<file path="src/rtl/home_inventory_pkg.sv">
// Shared constants for the home-inventory Wishbone load-cell controller:
// register offsets, ID/VERSION values, SCALE reset value and IRQ_STAT bit indices.
package home_inventory_pkg;

   localparam logic [31:0] ID_VALUE      = 32'h4849_4348;
   localparam logic [31:0] VERSION_VALUE = 32'h0000_0002;
   localparam logic [31:0] SCALE_RESET   = 32'h0001_0000;

   localparam logic [11:0] ADDR_ID        = 12'h000;
   localparam logic [11:0] ADDR_VERSION   = 12'h004;
   localparam logic [11:0] ADDR_CTRL      = 12'h100;
   localparam logic [11:0] ADDR_IRQ_EN    = 12'h104;
   localparam logic [11:0] ADDR_STATUS    = 12'h108;
   localparam logic [11:0] ADDR_IRQ_STAT  = 12'h10C;
   localparam logic [11:0] ADDR_ADC_CFG   = 12'h200;
   localparam logic [11:0] ADDR_ADC_CMD   = 12'h204;
   localparam logic [11:0] ADDR_ADC_RAW   = 12'h210;
   localparam logic [11:0] ADDR_TARE      = 12'h300;
   localparam logic [11:0] ADDR_SCALE     = 12'h320;
   localparam logic [11:0] ADDR_EVT_COUNT = 12'h400;
   localparam logic [11:0] ADDR_EVT_CLR   = 12'h440;

   localparam int IRQ_EVT_BIT = 0;
   localparam int IRQ_OVF_BIT = 1;
   localparam int IRQ_ADC_BIT = 2;

   typedef enum logic [1:0] {
      ST_IDLE,
      ST_WAIT,
      ST_ACK
   } wbState_t;

   // Byte-lane merge: lanes with a 0 strobe keep their old contents.
   function automatic logic [31:0] applySel(input logic [31:0] oldVal,
                                            input logic [31:0] newVal,
                                            input logic [3:0]  sel);
      logic [31:0] result;
      for (int b = 0; b < 4; b++) begin
         result[8*b +: 8] = sel[b] ? newVal[8*b +: 8] : oldVal[8*b +: 8];
      end
      return result;
   endfunction

   function automatic logic [11:0] chAddr(input logic [11:0] base, input int ch);
      return base + 12'(ch * 4);
   endfunction

endpackage

</file>
<file path="src/rtl/hi_evt_counter.sv">
// Per-channel saturating event counter with synchronous clear (clear beats an
// incoming event) and an overflow strobe for events that arrive while saturated.
module hi_evt_counter #(
   parameter int CNT_W = 16
) (
   input  logic             i_clk,
   input  logic             i_rst_n,
   input  logic             i_en,
   input  logic             i_pulse,
   input  logic             i_clr,
   output logic [CNT_W-1:0] o_count,
   output logic             o_evt,
   output logic             o_ovf
);

   localparam logic [CNT_W-1:0] CNT_MAX = '1;

   logic [CNT_W-1:0] r_count;
   logic             w_evt;

   assign w_evt   = i_en & i_pulse & ~i_clr;
   assign o_evt   = w_evt;
   assign o_ovf   = w_evt & (r_count == CNT_MAX);
   assign o_count = r_count;

   always_ff @(posedge i_clk or negedge i_rst_n) begin
      if (!i_rst_n) begin
         r_count <= '0;
      end else if (i_clr) begin
         r_count <= '0;
      end else if (w_evt && (r_count != CNT_MAX)) begin
         r_count <= r_count + 1'b1;
      end
   end

endmodule

</file>
<file path="src/rtl/home_inventory_wb_mc.sv">
// Wishbone register block for a multi-channel load-cell inventory scale.
// Optional HOME_INV_WB_SNAPSHOT_EN: reading EVT_COUNT_CH0 freezes all counters into shadows.
module home_inventory_wb_mc
   import home_inventory_pkg::*;
#(
   parameter int NUM_CH      = 4,
   parameter int CNT_W       = 16,
   parameter int WAIT_STATES = 0
) (
   input  logic                wb_clk_i,
   input  logic                wb_rst_ni,
   input  logic                wbs_stb_i,
   input  logic                wbs_cyc_i,
   input  logic                wbs_we_i,
   input  logic [3:0]          wbs_sel_i,
   input  logic [31:0]         wbs_dat_i,
   input  logic [31:0]         wbs_adr_i,
   output logic                wbs_ack_o,
   output logic [31:0]         wbs_dat_o,
   input  logic [7:0]          core_status,
   input  logic [NUM_CH-1:0]   evt_pulse_i,
   input  logic [32*NUM_CH-1:0] adc_raw_i,
   input  logic                adc_done_i,
   output logic                ctrl_enable,
   output logic                ctrl_start,
   output logic                adc_start,
   output logic [2:0]          irq_en,
   output logic                irq_o
);

   localparam logic [1:0] WS_LAST = (WAIT_STATES == 0) ? 2'd0 : 2'(WAIT_STATES - 1);

   wbState_t    r_state, w_stateNext;
   logic [1:0]  r_waitCnt, w_waitCntNext;
   logic        w_req, w_inMap, w_wrEn;
   logic [11:0] w_off;
   logic [31:0] w_rdData;

   logic        r_ctrlEnable, r_ctrlStart, r_adcStart, r_irq;
   logic [2:0]  r_irqEn, r_irqStat, w_irqSet, w_irqClr;
   logic [3:0]  r_adcCfg;
   logic [31:0] r_tare  [NUM_CH];
   logic [31:0] r_scale [NUM_CH];

   logic [NUM_CH-1:0] w_evtClr, w_evt, w_ovf;
   logic [CNT_W-1:0]  w_count [NUM_CH];

   assign w_req   = wbs_stb_i & wbs_cyc_i;
   // Only word-aligned offsets inside the 4 KiB window decode; anything else reads 0.
   assign w_inMap = (wbs_adr_i[31:12] == 20'd0) && (wbs_adr_i[1:0] == 2'b00);
   assign w_off   = wbs_adr_i[11:0];
   assign wbs_ack_o = (r_state == ST_ACK);
   assign w_wrEn    = wbs_ack_o & wbs_we_i & w_inMap;

   always_ff @(posedge wb_clk_i or negedge wb_rst_ni) begin
      if (!wb_rst_ni) begin
         r_state   <= ST_IDLE;
         r_waitCnt <= '0;
      end else begin
         r_state   <= w_stateNext;
         r_waitCnt <= w_waitCntNext;
      end
   end

   always_comb begin
      w_stateNext   = r_state;
      w_waitCntNext = r_waitCnt;
      case (r_state)
         ST_IDLE: begin
            if (w_req) begin
               w_waitCntNext = '0;
               w_stateNext   = (WAIT_STATES == 0) ? ST_ACK : ST_WAIT;
            end
         end
         ST_WAIT: begin
            if (!w_req) begin
               w_stateNext = ST_IDLE;
            end else if (r_waitCnt == WS_LAST) begin
               w_stateNext = ST_ACK;
            end else begin
               w_waitCntNext = r_waitCnt + 2'd1;
            end
         end
         ST_ACK:  w_stateNext = ST_IDLE;
         default: w_stateNext = ST_IDLE;
      endcase
   end

   always_comb begin
      w_irqSet = '0;
      w_irqSet[IRQ_EVT_BIT] = |w_evt;
      w_irqSet[IRQ_OVF_BIT] = |w_ovf;
      w_irqSet[IRQ_ADC_BIT] = adc_done_i;
      w_irqClr = (w_wrEn && (w_off == ADDR_IRQ_STAT) && wbs_sel_i[0]) ? wbs_dat_i[2:0] : 3'd0;
      w_evtClr = (w_wrEn && (w_off == ADDR_EVT_CLR) && wbs_sel_i[0]) ? wbs_dat_i[NUM_CH-1:0] : '0;
   end

   // Control/status registers; start strobes are registered so they land the cycle after ACK.
   always_ff @(posedge wb_clk_i or negedge wb_rst_ni) begin
      if (!wb_rst_ni) begin
         r_ctrlEnable <= 1'b0;
         r_ctrlStart  <= 1'b0;
         r_adcStart   <= 1'b0;
         r_irqEn      <= '0;
         r_irqStat    <= '0;
         r_adcCfg     <= '0;
         r_irq        <= 1'b0;
      end else begin
         r_ctrlStart <= w_wrEn && (w_off == ADDR_CTRL) && wbs_sel_i[0] && wbs_dat_i[1];
         r_adcStart  <= w_wrEn && (w_off == ADDR_ADC_CMD) && wbs_sel_i[0] && wbs_dat_i[0];
         if (w_wrEn && (w_off == ADDR_CTRL) && wbs_sel_i[0]) begin
            r_ctrlEnable <= wbs_dat_i[0];
         end
         if (w_wrEn && (w_off == ADDR_IRQ_EN) && wbs_sel_i[0]) begin
            r_irqEn <= wbs_dat_i[2:0];
         end
         if (w_wrEn && (w_off == ADDR_ADC_CFG) && wbs_sel_i[0]) begin
            r_adcCfg <= wbs_dat_i[3:0];
         end
         r_irqStat <= (r_irqStat & ~w_irqClr) | w_irqSet;
         r_irq     <= |(r_irqStat & r_irqEn);
      end
   end

   always_ff @(posedge wb_clk_i or negedge wb_rst_ni) begin
      if (!wb_rst_ni) begin
         for (int c = 0; c < NUM_CH; c++) begin
            r_tare[c]  <= '0;
            r_scale[c] <= SCALE_RESET;
         end
      end else begin
         for (int c = 0; c < NUM_CH; c++) begin
            if (w_wrEn && (w_off == chAddr(ADDR_TARE, c))) begin
               r_tare[c] <= applySel(r_tare[c], wbs_dat_i, wbs_sel_i);
            end
            if (w_wrEn && (w_off == chAddr(ADDR_SCALE, c))) begin
               r_scale[c] <= applySel(r_scale[c], wbs_dat_i, wbs_sel_i);
            end
         end
      end
   end

   for (genvar g = 0; g < NUM_CH; g++) begin : g_cnt
      hi_evt_counter #(.CNT_W(CNT_W)) u_cnt (
         .i_clk   (wb_clk_i),
         .i_rst_n (wb_rst_ni),
         .i_en    (r_ctrlEnable),
         .i_pulse (evt_pulse_i[g]),
         .i_clr   (w_evtClr[g]),
         .o_count (w_count[g]),
         .o_evt   (w_evt[g]),
         .o_ovf   (w_ovf[g])
      );
   end

`ifdef HOME_INV_WB_SNAPSHOT_EN
   logic [CNT_W-1:0] r_shadow [NUM_CH];
   logic             w_snapTake;

   assign w_snapTake = wbs_ack_o & ~wbs_we_i & w_inMap & (w_off == ADDR_EVT_COUNT);

   always_ff @(posedge wb_clk_i or negedge wb_rst_ni) begin
      if (!wb_rst_ni) begin
         for (int c = 0; c < NUM_CH; c++) r_shadow[c] <= '0;
      end else if (w_snapTake) begin
         for (int c = 0; c < NUM_CH; c++) r_shadow[c] <= w_count[c];
      end
   end
`endif

   always_comb begin
      w_rdData = '0;
      case (w_off)
         ADDR_ID:       w_rdData = ID_VALUE;
         ADDR_VERSION:  w_rdData = VERSION_VALUE;
         ADDR_CTRL:     w_rdData = {31'd0, r_ctrlEnable};
         ADDR_IRQ_EN:   w_rdData = {29'd0, r_irqEn};
         ADDR_STATUS:   w_rdData = {24'd0, core_status};
         ADDR_IRQ_STAT: w_rdData = {29'd0, r_irqStat};
         ADDR_ADC_CFG:  w_rdData = {28'd0, r_adcCfg};
         default:       w_rdData = '0;
      endcase
      for (int c = 0; c < NUM_CH; c++) begin
         if (w_off == chAddr(ADDR_ADC_RAW, c)) w_rdData = adc_raw_i[32*c +: 32];
         if (w_off == chAddr(ADDR_TARE, c))    w_rdData = r_tare[c];
         if (w_off == chAddr(ADDR_SCALE, c))   w_rdData = r_scale[c];
         if (w_off == chAddr(ADDR_EVT_COUNT, c)) begin
`ifdef HOME_INV_WB_SNAPSHOT_EN
            w_rdData = (c == 0) ? 32'(w_count[c]) : 32'(r_shadow[c]);
`else
            w_rdData = 32'(w_count[c]);
`endif
         end
      end
      if (!w_inMap) w_rdData = '0;
   end

   assign wbs_dat_o   = (wbs_ack_o && !wbs_we_i) ? w_rdData : 32'd0;
   assign ctrl_enable = r_ctrlEnable;
   assign ctrl_start  = r_ctrlStart;
   assign adc_start   = r_adcStart;
   assign irq_en      = r_irqEn;
   assign irq_o       = r_irq;

endmodule

</file>
<file path="config.mk">
export PLATFORM = sky130hd
export DESIGN_NAME = home_inventory_wb_mc
export DESIGN_NICKNAME = d
export VERILOG_FILES = /design/src/rtl/home_inventory_pkg.sv /design/src/rtl/hi_evt_counter.sv /design/src/rtl/home_inventory_wb_mc.sv
export SDC_FILE = /design/constraint.sdc
export NUM_CORES = 1
export LEC_CHECK = 0
export ABC_AREA = 0
export BUFFER_PORTS_ARGS = -buffer_cell sky130_fd_sc_hd__buf_4
export CAP_MARGIN = 20
export CORE_MARGIN = 1.5
export CORE_UTILIZATION = 63
export CTS_CLUSTER_DIAMETER = 150
export DETAILED_ROUTE_END_ITERATION = 16
export PLACE_DENSITY_LB_ADDON = 0.1
export SYNTH_ARGS = -nofsm -noshare
export SYNTH_HDL_FRONTEND = slang
export SYNTH_SLANG_ARGS = --single-unit
</file>
<file path="constraint.sdc">
create_clock -name wb_clk_i -period 6.28 [get_ports wb_clk_i]
set_input_delay 1.256 -clock wb_clk_i [delete_from_list [all_inputs] [get_ports wb_clk_i]]
set_output_delay 1.256 -clock wb_clk_i [all_outputs]
set_load 0.05 [all_outputs]
</file>
# Yosys cells after proc, flatten, opt, wreduce, memory -nomap -nowiden
# Cells that the tools add are included.
dict set report word_totals {
  ff_bits 338
  inputBits 214
  out_inout_bits 40
  elab_cells 224
}
dict set report classes {
  n_addsub 5
  eq_ne 38
  muxes 37
  bitwise_logic 23
  reduce_logical 76
}
# cell count
set op_table {}
lappend op_table {{2-to-1 mux 32 bit} 18}
lappend op_table {{case mux 31 bit (7 select lines)} 1}
lappend op_table {{== test 12 x 10 -> 1 bit (second input constant)} 14}
lappend op_table {{2-to-1 mux 16 bit} 8}
lappend op_table {{AND reduction 2 bit} 33}
lappend op_table {{adder 16 x 1 -> 16 bit (second input constant)} 4}
lappend op_table {{== test 16 bit (second input constant)} 4}
lappend op_table {{inequality test 16 bit (second input constant)} 4}
lappend op_table {{== test 12 x 11 -> 1 bit (second input constant)} 5}
lappend op_table {{== test 12 x 9 -> 1 bit (second input constant)} 4}
lappend op_table {{logical AND 1 bit} 28}
lappend op_table {{logical NOT 20 bit} 1}
lappend op_table {{bitwise AND 1 bit} 15}
lappend op_table {{== test 12 x 3 -> 1 bit (second input constant)} 1}
lappend op_table {{logical NOT 12 bit} 1}
lappend op_table {{2-to-1 mux 2 bit} 6}
lappend op_table {{nonzero test 2 bit} 5}
lappend op_table {{case mux 2 bit (2 select lines)} 2}
lappend op_table {{OR reduction 4 bit} 2}
lappend op_table {{bitwise AND 3 bit} 2}
lappend op_table {{logical NOT 2 bit} 3}
lappend op_table {{inequality test 2 bit (second input constant)} 3}
lappend op_table {{2-to-1 mux 4 bit} 1}
lappend op_table {{NOT 1 bit} 4}
lappend op_table {{other kinds (10)} 10}

# Logic depth before layout (Yosys ltp)
# Gate-level depths: netlist of the first run.
dict set report logic_depth {
  word_depth 20
  mapped_depth 11
}

# Cells and area by module
# A second synthesis of the first run with hierarchy kept.
dict set report hier_totals {
  cells_unflattened 1622
  hier_area_um2 18138.6
}
# module n_inst cells_per_inst area_each_um2 seq_area_each_um2
set by_module_without_submodules {}
lappend by_module_without_submodules {home_inventory_wb_mc 1 1238 14340.0 6786.5}
lappend by_module_without_submodules {hi_evt_counter 4 96 949.7 400.4}

# Worst setup path after synthesis of the first run
# No wires, ideal clock.
dict set report synth_timing {
  kind {input port to output port}
  from {in wbs_adr_i[5]}
  to {out wbs_dat_o[1]}
  arrival_ns 4.527
  required_ns 5.024
  slack_ns 0.497
  stages 8
  path_buffers 2
  cell_sequence {or4_1 -> buf_2 -> buf_2 -> nor3_1 -> a31oi_1 -> a22oi_1 -> o221ai_1 -> a2111oi_1}
}
dict set report synth_via {
  elab_chain_len 20
  elab_cells_between_ends 42
  cone_classes {eq/ne (22); mux (19); reduce/logical (1)}
}
# element line_no
set synth_lines {}
lappend synth_lines {{start, declared} home_inventory_wb_mc.sv:17} ;# input logic [31:0] wbs_adr_i,
lappend synth_lines {{== test 12 x 10 -> 1 bit (tied with other cells)} home_inventory_wb_mc.sv:173} ;# case (w_off)
lappend synth_lines {{case mux 31 bit (7 select lines)} home_inventory_wb_mc.sv:173}
lappend synth_lines {{2-to-1 mux 32 bit} home_inventory_wb_mc.sv:184} ;# if (w_off == chAddr(ADDR_ADC_RAW, c)) w_rdData = adc_raw_i[32*c +: 32];
lappend synth_lines {{2-to-1 mux 32 bit} home_inventory_wb_mc.sv:185} ;# if (w_off == chAddr(ADDR_TARE, c)) w_rdData = r_tare[c];
lappend synth_lines {{2-to-1 mux 32 bit} home_inventory_wb_mc.sv:186} ;# if (w_off == chAddr(ADDR_SCALE, c)) w_rdData = r_scale[c];
lappend synth_lines {{2-to-1 mux 32 bit} home_inventory_wb_mc.sv:187} ;# if (w_off == chAddr(ADDR_EVT_COUNT, c)) begin
lappend synth_lines {{2-to-1 mux 32 bit} home_inventory_wb_mc.sv:184}
lappend synth_lines {{2-to-1 mux 32 bit} home_inventory_wb_mc.sv:185}
lappend synth_lines {{(+4 left out)} n/a}
lappend synth_lines {{2-to-1 mux 32 bit} home_inventory_wb_mc.sv:186}
lappend synth_lines {{2-to-1 mux 32 bit} home_inventory_wb_mc.sv:187}
lappend synth_lines {{2-to-1 mux 32 bit} home_inventory_wb_mc.sv:184}
lappend synth_lines {{2-to-1 mux 32 bit} home_inventory_wb_mc.sv:185}
lappend synth_lines {{2-to-1 mux 32 bit} home_inventory_wb_mc.sv:186}
lappend synth_lines {{2-to-1 mux 32 bit *} home_inventory_wb_mc.sv:187}
lappend synth_lines {{2-to-1 mux 32 bit *} home_inventory_wb_mc.sv:195} ;# if (!w_inMap) w_rdData = '0;
lappend synth_lines {{2-to-1 mux 32 bit *} home_inventory_wb_mc.sv:198} ;# assign wbs_dat_o = (wbs_ack_o && !wbs_we_i) ? w_rdData : 32'd0;
lappend synth_lines {{end, declared} home_inventory_wb_mc.sv:19} ;# output logic [31:0] wbs_dat_o,
# Every way passes the cells marked *; elsewhere a longest branch is shown, timed or not.

# Worst setup path after layout of the first run
dict set report layout_timing {
  from {in wbs_adr_i[1]}
  to {out wbs_dat_o[12]}
}
dict set report layout_via {
  elab_chain_len 19
  elab_cells_between_ends 36
  cone_classes {eq/ne (16); mux (18); reduce/logical (2)}
}
# element line_no
set layout_lines {}
lappend layout_lines {{== test 12 x 10 -> 1 bit} home_inventory_wb_mc.sv:184}
lappend layout_lines {{2-to-1 mux 32 bit} home_inventory_wb_mc.sv:184}
lappend layout_lines {{2-to-1 mux 32 bit} home_inventory_wb_mc.sv:185}
lappend layout_lines {{2-to-1 mux 32 bit} home_inventory_wb_mc.sv:186}
lappend layout_lines {{2-to-1 mux 32 bit} home_inventory_wb_mc.sv:187}
lappend layout_lines {{2-to-1 mux 32 bit} home_inventory_wb_mc.sv:184}
lappend layout_lines {{2-to-1 mux 32 bit} home_inventory_wb_mc.sv:185}
lappend layout_lines {{2-to-1 mux 32 bit} home_inventory_wb_mc.sv:186}
lappend layout_lines {{(+3 left out)} n/a}
lappend layout_lines {{2-to-1 mux 32 bit} home_inventory_wb_mc.sv:186}
lappend layout_lines {{2-to-1 mux 32 bit} home_inventory_wb_mc.sv:187}
lappend layout_lines {{2-to-1 mux 32 bit} home_inventory_wb_mc.sv:184}
lappend layout_lines {{2-to-1 mux 32 bit} home_inventory_wb_mc.sv:185}
lappend layout_lines {{2-to-1 mux 32 bit} home_inventory_wb_mc.sv:186}
lappend layout_lines {{2-to-1 mux 32 bit} home_inventory_wb_mc.sv:187}
lappend layout_lines {{2-to-1 mux 32 bit *} home_inventory_wb_mc.sv:195}
lappend layout_lines {{2-to-1 mux 32 bit *} home_inventory_wb_mc.sv:198}
# Marked as above.

==> impl_metrics.toml, run 1 <==
[yosys]
synthCells = 1657
syn_nets = 1875
seq_area_frac_synth_pct = 47.2
netlist_area_mm2 = 0.0178
yosysTopAreaCell = "dfrtp_1"
synth_most_common_cell = "dfrtp_1"
avgSynthCellArea_um2 = 10.7
synth_seq_cells = 335
yosysUniqueCellTypes = 85
synthTopCellsByCount = "dfrtp_1 (331), mux2_2 (252), nor2_1 (114)"
synth_edf_count = 0
ys_warn_count = 0
synth_top_area_share_pct = 46.6
synth_area_leaders = "dfrtp_1 (47%), mux2_2 (16%), a22oi_1 (2.9%), o21ai_0 (2.4%), nor2_1 (2.4%)"
yosys_most_used_dff = "dfrtp_1"
synthArstFlopShare_pct = 100

[clocking]
cts_buffer_depth = 3
path_clk_slew_ns = 0.06
cts_hold_buffers = 0
clkLatencyLatePin_ns = 0.54
cts.sinks = 335
cts_setup_buffers = 0
cts_buffers = 37
cts_resized = 0
h-tree-depth = 2
tritoncts = "built"
root_buffer = "clkbuf_16"

[sta]
setup_viol = 0
tns_ns = 0
rsz0062_at_grt = "false"
tightestPinTransition_ns = 1.23
max_clock_freq_mhz = 180
whs_ns = 0.464
finalHoldViolCount = 0
fin_crit_sh_pct = 88.5
min_period_ns = 5.56
skew_ns = 0.0229
slew_viol_final = 0
relSlewSlack_pct = 17.1

[critical_path]
cp-end-kind = "primary output"
cp-start-kind = "primary input"
critPathMaxStageDelay_ns = 0.83
r2r_cells = 8
r2r_setup_slack_ns = 2.88
cpMostUsedCell = "buf_4"
cp-startpoint = "wbs_adr_i[1]"
crit_path_end = "wbs_dat_o[12]"
reg2reg_from = "r_state[1]"
worstPathMaxFanout = 10
crit_chain = "buf_4 -> or4b_1 -> nor3_4 -> buf_4 -> a22oi_1 -> a31oi_1 -> o221ai_1 -> a211oi_1 -> buf_4"
arrival_ns = 4.30
slowest_stage = "or4b_1"
critical_path_class = "in -> out"
crit_required_ns = 5.02
reg2reg_to = "r_irqStat[0]"

[floorplanning]
initial_core_util_pct = 64.0
die_y_um = 171
die_area_mm2 = 0.0292
core_area_mm2 = 0.0278
io-pin-count = 254
die_width_um = 171
std_cell_rows = 61

[drt]
wl_per_cell_um = 27.4
dr_total_vias = 16100
drtAntennaViolNets = 0
viasPerCell = 6.99
routed_wirelength_um = 63400
dr.first_iter.drc_count = 2054
dr.pass1.iters = 6
drc = 0

[global_route]
antenna_found_initial = 0
grt-ovfl-total = 0
grt_pass1_wl_um = 94600
grtUsageTotal_pct = 43.7
first_global_vias = 16100
grt_start_max_net_pins = 118

[pwr]
irDropWorstVdd_mv = 0.275
leakage_nw = 9.93
total_power_mw = 4.68
power.density_mw_per_mm2 = 218

[place]
port_buffers = 253
dp_hpwl_um = 45200
routabilityCongestion = 1.06

[run_status]
outcome = "finished, final reports clean"

[min_path]
min_path_type = "reg -> reg"

[cells_and_area]
fin_nets = 2122
area_delta_synth_final_pct = 20.6
drive_gt1_share_pct = 35.5
diodes = 0

[flow_run]
drv_cap = 0
==> critical path, delay by kind of cell <==
kind	cells	cell delay, ns
AO/OA/AOI/OAI	4	0.82
buffers and inverters	3	0.70
AND/OR/NAND/NOR	2	1.52
==> cell type report <==
class                   count  area, um2
flip-flops and latches    335       8390
multi-input cells        1202       8890
inverters                  28        105
clock buffers              53       1090
fillers                  1918       6340
clock inverters            15        196
repair buffers            300       2300
well taps                 378        473
==> registers in the layout, summed over array words and instances, names as in the netlist <==
register and count:
r_adcCfg 4, r_irqStat 3, r_state 1, r_tare 128, ctrl_enable 1, g_cnt.u_cnt.o_count 64
r_scale 128, irq_en 3, ctrl_start 1, irq_o 1, adc_start 1
==> per-stage QoR <==
step           setup slack (ns)  cell area, um2  utilization (%)  std cells
2_1_floorplan             0.497           17800                -       1657
3_3_place_gp              0.812           20200             72.5       2243
3_5_place_dp              0.851           20200             72.5       2243
4_1_cts                   0.828           21400             77.2       2311
5_1_grt                   0.677           21400             77.2       2311
6_report                  0.724           21400             77.2       2311
==> kinds of logic (layout without fill, tap and decap cells) <==
kind of cell / count (synthesis) / in the layout / share of synthesized area, %
buffers and inverters: 120 / 396 / 3.09
adders and majority gates: 4 / 4 / 0.281
and+or+nand+nor: 483 / 483 / 14.8
xor gates and xnor gates: 50 / 50 / 2.46
DFF: 335 / 335 / 47.2
AOI/OAI and AO/OA: 400 / 400 / 15.4
muxes: 265 / 265 / 16.8
==> layout by cell type, fill, tap and decap left out, types with 19 or more instances in the layout <==
cell	netlist	final
nand2_1	106	106
clkbuf_16	0	38
nor4_1	20	20
nor3_1	35	33
nand4_1	24	24
nor2_2	29	29
xor2_1	24	24
a21oi_1	62	62
dfrtp_1	331	331
inv_1	27	27
o221ai_1	20	20
a31oi_1	21	21
mux2_2	252	252
xnor2_1	26	26
a22oi_1	69	69
nor2_1	114	114
and3_1	19	19
buf_4	9	296
o21ai_0	86	86
nand3_1	60	60
==> per-layer routing <==
metal,vias up,routed length (um),GRT usage [%]
met4,0,4110,26.1
met5,-,0,0
met3,297,7550,9.74
met1,7852,22600,54.6
met2,1238,29100,69.6
li1,6758,-,-
==> how the worst min path moves through the flow <==
stage	endpoint	cells after the start	from
after CTS	r_state[1]	1	r_state[1]
final	r_state[1]	1	r_state[1]
after global placement	r_state[1]	1	r_state[1]
after detailed placement	r_state[1]	1	r_state[1]
after global routing	r_state[1]	1	r_state[1]
after floorplan	r_tare[82]	1	r_tare[82]
==> power breakdown <==
group / total [mW] / internal, mW / switching, mW
registers: 2.16 / 2.16 / 0.000302
clock network: 2.27 / 1.35 / 0.924
logic: 0.250 / 0.103 / 0.146
total: 4.68 / 3.61 / 1.07
(Power assumes the default switching activity.)
==> run 2: changes to the inputs <==
- clock period: 6.28 -> 6.4 ns (I/O delays scaled with it)
==> impl_metrics.toml, run 2 (synthesis results as in run 1) <==
[pwr]
leakage_nw = 9.90
total_power_mw = 4.51
irDropWorstVdd_mv = 0.228
power.density_mw_per_mm2 = 211

[place]
pre_cts_slack_ns = 0.833
port_buffers = 253
dp_hpwl_um = 44800
routabilityCongestion = 1.02

[sta]
worst_slack_ns = 0.718
fin_crit_sh_pct = 88.8
setup_viol = 0
skew_ns = 0.0174
slew_viol_final = 0
max_clock_freq_mhz = 176
tightestPinTransition_ns = 0.930
finalHoldViolCount = 0
min_period_ns = 5.68
relSlewSlack_pct = 37.1
rsz0062_at_grt = "false"
tns_ns = 0

[cells_and_area]
multi_input_area_mm2 = 0.00889
fill_cells = 1916
final_cell_mix = "dfrtp_1 (331), buf_4 (297), mux2_2 (252)"
area_delta_synth_final_pct = 20.1
layout_commonest_cell = "dfrtp_1"
regArea_mm2 = 0.00839
fin_nets = 2122
drive_gt1_share_pct = 35.4

[global_route]
grtUsageTotal_pct = 43.5
grt-ovfl-total = 0
use_met3_pct = 8.77
grt-busiest-layer = "met2"
first_global_vias = 16200
grt_use_met2_pct = 69.6
grt_start_max_net_pins = 147
antenna_found_initial = 0
grt_pass1_wl_um = 95100
met1_usage_pct = 54.8

[drt]
dr_total_vias = 16200
dr.pass1.iters = 6
routed_wirelength_um = 63300
drtAntennaViolNets = 0
wl_per_cell_um = 27.4
dr.first_iter.drc_count = 1959
drc = 0
viasPerCell = 7.01

[run_status]
outcome = "finished, final reports clean"

[floorplanning]
die_width_um = 171
io-pin-count = 254
die_area_mm2 = 0.0292
core_area_mm2 = 0.0278
die_y_um = 171
std_cell_rows = 61
initial_core_util_pct = 64.0

[min_path]
hold_path.startpoint = "r_state[1]"
min_path_type = "reg -> reg"
whs_path_depth = 1
whs_endpoint = "r_state[1]"

[critical_path]
crit_required_ns = 5.12
worstPathMaxFanout = 29
cp-end-kind = "primary output"
cp-start-kind = "primary input"
r2r_setup_slack_ns = 3.12
arrival_ns = 4.40
reg2reg_to = "r_irqStat[0]"
r2r_cells = 8
reg2reg_from = "r_state[1]"
critical_path_class = "in -> out"

[flow_run]
drv_cap = 0

[clocking]
cts_hold_buffers = 0
cts_buffer_depth = 3
h-tree-depth = 2
cts.sinks = 335
clkLatencyLatePin_ns = 0.53
cts_buffers = 38
tritoncts = "built"
root_buffer = "clkbuf_16"
cts_resized = 0
cts_setup_buffers = 0
path_clk_slew_ns = 0.05
==> run 2: power by group <==
part	internal, mW	switching (mW)	leakage [nW]	total, mW
logic	0.101	0.144	4.70	0.244
clock network	1.26	0.887	0.607	2.14
registers	2.12	0.000289	4.59	2.12
==> run 2: cell type report <==
type | count | area share [%]
multi-input combinational | 1202 | 41.6
sequential | 335 | 39.3
timing repair buffer | 299 | 10.6
clock buffer | 56 | 5.24
tap | 378 | 2.21
clock inverter | 11 | 0.521
inverter | 28 | 0.492
antenna | 2 | 0.0234
==> run 2: worst max path at each step <==
stage	from	slack, ns	depth (start not counted)	end
finish	wbs_adr_i[5]	0.72	9	wbs_dat_o[5]
global route	wbs_adr_i[5]	0.62	9	wbs_dat_o[5]
CTS	wbs_adr_i[5]	0.82	9	wbs_dat_o[5]
detailed placement	wbs_adr_i[5]	0.83	9	wbs_dat_o[5]
global placement	wbs_adr_i[5]	0.87	9	wbs_dat_o[5]
floorplan	wbs_adr_i[5]	0.57	8	wbs_dat_o[1]
==> run 2: critical path: stages <==
cell       delay [ns]
buf_4            0.23
or4_1            0.94
nor2_2           0.53
a21oi_1          0.08
o2bb2ai_1        0.22
a211oi_1         0.10
or4_1            0.57
a21oi_1          0.19
buf_4            0.24
==> run 2: routing by layer <==
| layer | share of wire, % | vias to the layer above |
|---|---|---|
| li1 | - | 6765 |
| met1 | 36 | 7982 |
| met2 | 46 | 1191 |
| met3 | 11 | 271 |
| met4 | 6.2 | 0 |
| met5 | 0 | - |
==> run 2: stage by stage <==
stage	utilization [%]	hold slack, ns	cell area, um2	std cells
detailed placement	72.4	0.475	20100	2242
floorplan	-	0.459	17800	1657
global route	76.9	0.498	21400	2309
finish	76.9	0.471	21400	2311
global placement	72.4	0.444	20100	2242
CTS	76.9	0.483	21400	2309
==> run 3: changes to the inputs <==
- CORE_MARGIN: 1.5 -> not set
- SLEW_MARGIN: not set -> 20
==> impl_metrics.toml, run 3 (synthesis results as in run 1) <==
[critical_path]
cp-start-kind = "primary input"
r2r_setup_slack_ns = 3.29
crit_required_ns = 5.12
arrival_ns = 4.48
cp-end-kind = "primary output"
critical_path_class = "in -> out"
worstPathMaxFanout = 29

[clocking]
clkLatencyLatePin_ns = 0.53
cts_hold_buffers = 0
root_buffer = "clkbuf_16"
cts_buffers = 36
cts_buffer_depth = 3
tritoncts = "built"
path_clk_slew_ns = 0.06
cts_setup_buffers = 0
h-tree-depth = 2
cts_resized = 0
cts.sinks = 335

[sta]
slew_viol_final = 0
relSlewSlack_pct = 32.1
fin_crit_sh_pct = 90.0
setup_viol = 0
whs_ns = 0.449
skew_ns = 0.0183
finalHoldViolCount = 0
tightestPinTransition_ns = 1.01
rsz0062_at_grt = "false"
max_clock_freq_mhz = 174
tns_ns = 0
min_period_ns = 5.76

[drt]
routed_wirelength_um = 63900
dr.first_iter.drc_count = 2103
wl_per_cell_um = 27.7
dr.pass1.iters = 7
viasPerCell = 7.05
dr_total_vias = 16300
drtAntennaViolNets = 0
drc = 0

[place]
routabilityCongestion = 1.00
port_buffers = 253
dp_hpwl_um = 44500

[global_route]
antenna_found_initial = 0
grt_pass1_wl_um = 95500
grt_start_max_net_pins = 143
grtUsageTotal_pct = 44.5
grt-ovfl-total = 0
first_global_vias = 16000

[floorplanning]
io-pin-count = 254
die_y_um = 170
die_width_um = 170
initial_core_util_pct = 64.0
core_area_mm2 = 0.0278
die_area_mm2 = 0.0289
std_cell_rows = 61

[cells_and_area]
fin_nets = 2120
postLayoutCoreUtil_pct = 76.8
final_cell_mix = "dfrtp_1 (331), buf_4 (296), mux2_2 (252)"
layout_commonest_cell = "dfrtp_1"
area_delta_synth_final_pct = 19.9
drive_gt1_share_pct = 35.1

[flow_run]
drv_cap = 0

[pwr]
irDropWorstVdd_mv = 0.209
leakage_nw = 9.87
power.density_mw_per_mm2 = 210

[run_status]
outcome = "finished, final reports clean"

[min_path]
min_path_type = "reg -> reg"
==> run 3: cell types whose count changed in the layout (fill, tap and decap cells not counted), sizes merged <==
cell,delta
clkinv,-2
bufinv,+1
clkbuf,+1
clkinvlp,-1
inv,-1
==> run 3: path summary, 6_finish.rpt <==
| check | startpoint | endpoint | depth (start not counted) |
|---|---|---|---|
| worst min register to register | r_state[1] | r_state[1] | 1 |
| worst max-delay path | wbs_adr_i[5] | wbs_dat_o[8] | 9 |
| max in group asynchronous | wb_rst_ni | r_tare[69] | 2 |
| worst max register to register | r_state[1] | r_scale[42] | 7 |
| min in group asynchronous | wb_rst_ni | g_cnt[0].u_cnt.o_count[12] | 1 |
| worst min-delay path | r_state[1] | r_state[1] | 1 |
==> run 3: metrics by stage <==
step                total power, mW  cells  area (um2)  worst slack, ns
floorplan                      2.20   1657       17800            0.569
global placement               2.39   2242       20100            0.817
detailed placement             2.40   2242       20100            0.801
CTS                            4.47   2307       21300            0.798
global route                   4.58   2307       21300            0.605
finish                         4.48   2309       21300            0.641
==> run 3: cell type report <==
cell class              count  area (um2)
clock inverters             8         101
repair buffers            299        2280
multi-input cells        1202        8890
flip-flops and latches    335        8390
fillers                  1850        6460
inverters                  28         105
well taps                 378         473
clock buffers              57        1080
diodes                      2        5.00
==> run 3: layer usage <==
| metal | vias up | track usage [%] | part of all wire, % |
|---|---|---|---|
| li1 | 6757 | - | - |
| met1 | 7982 | 56.0 | 36 |
| met2 | 1253 | 69.7 | 46 |
| met3 | 282 | 12.3 | 12 |
| met4 | 0 | 25.0 | 6.0 |
| met5 | - | 0 | 0 |
==> run 3: report_power, final <==
group | internal, mW | switching (mW)
sequential | 2.12 | 0.000241
clock | 1.25 | 0.869
combinational | 0.101 | 0.144
==> run 3: critical path: stages <==
cell and delay (ns):
buf_4 0.23, or4_1 0.94, nor2_2 0.58, nand2_2 0.42, o221ai_1 0.32, nor4_1 0.09, o21ai_1 0.13, a31oi_1 0.21
buf_4 0.25
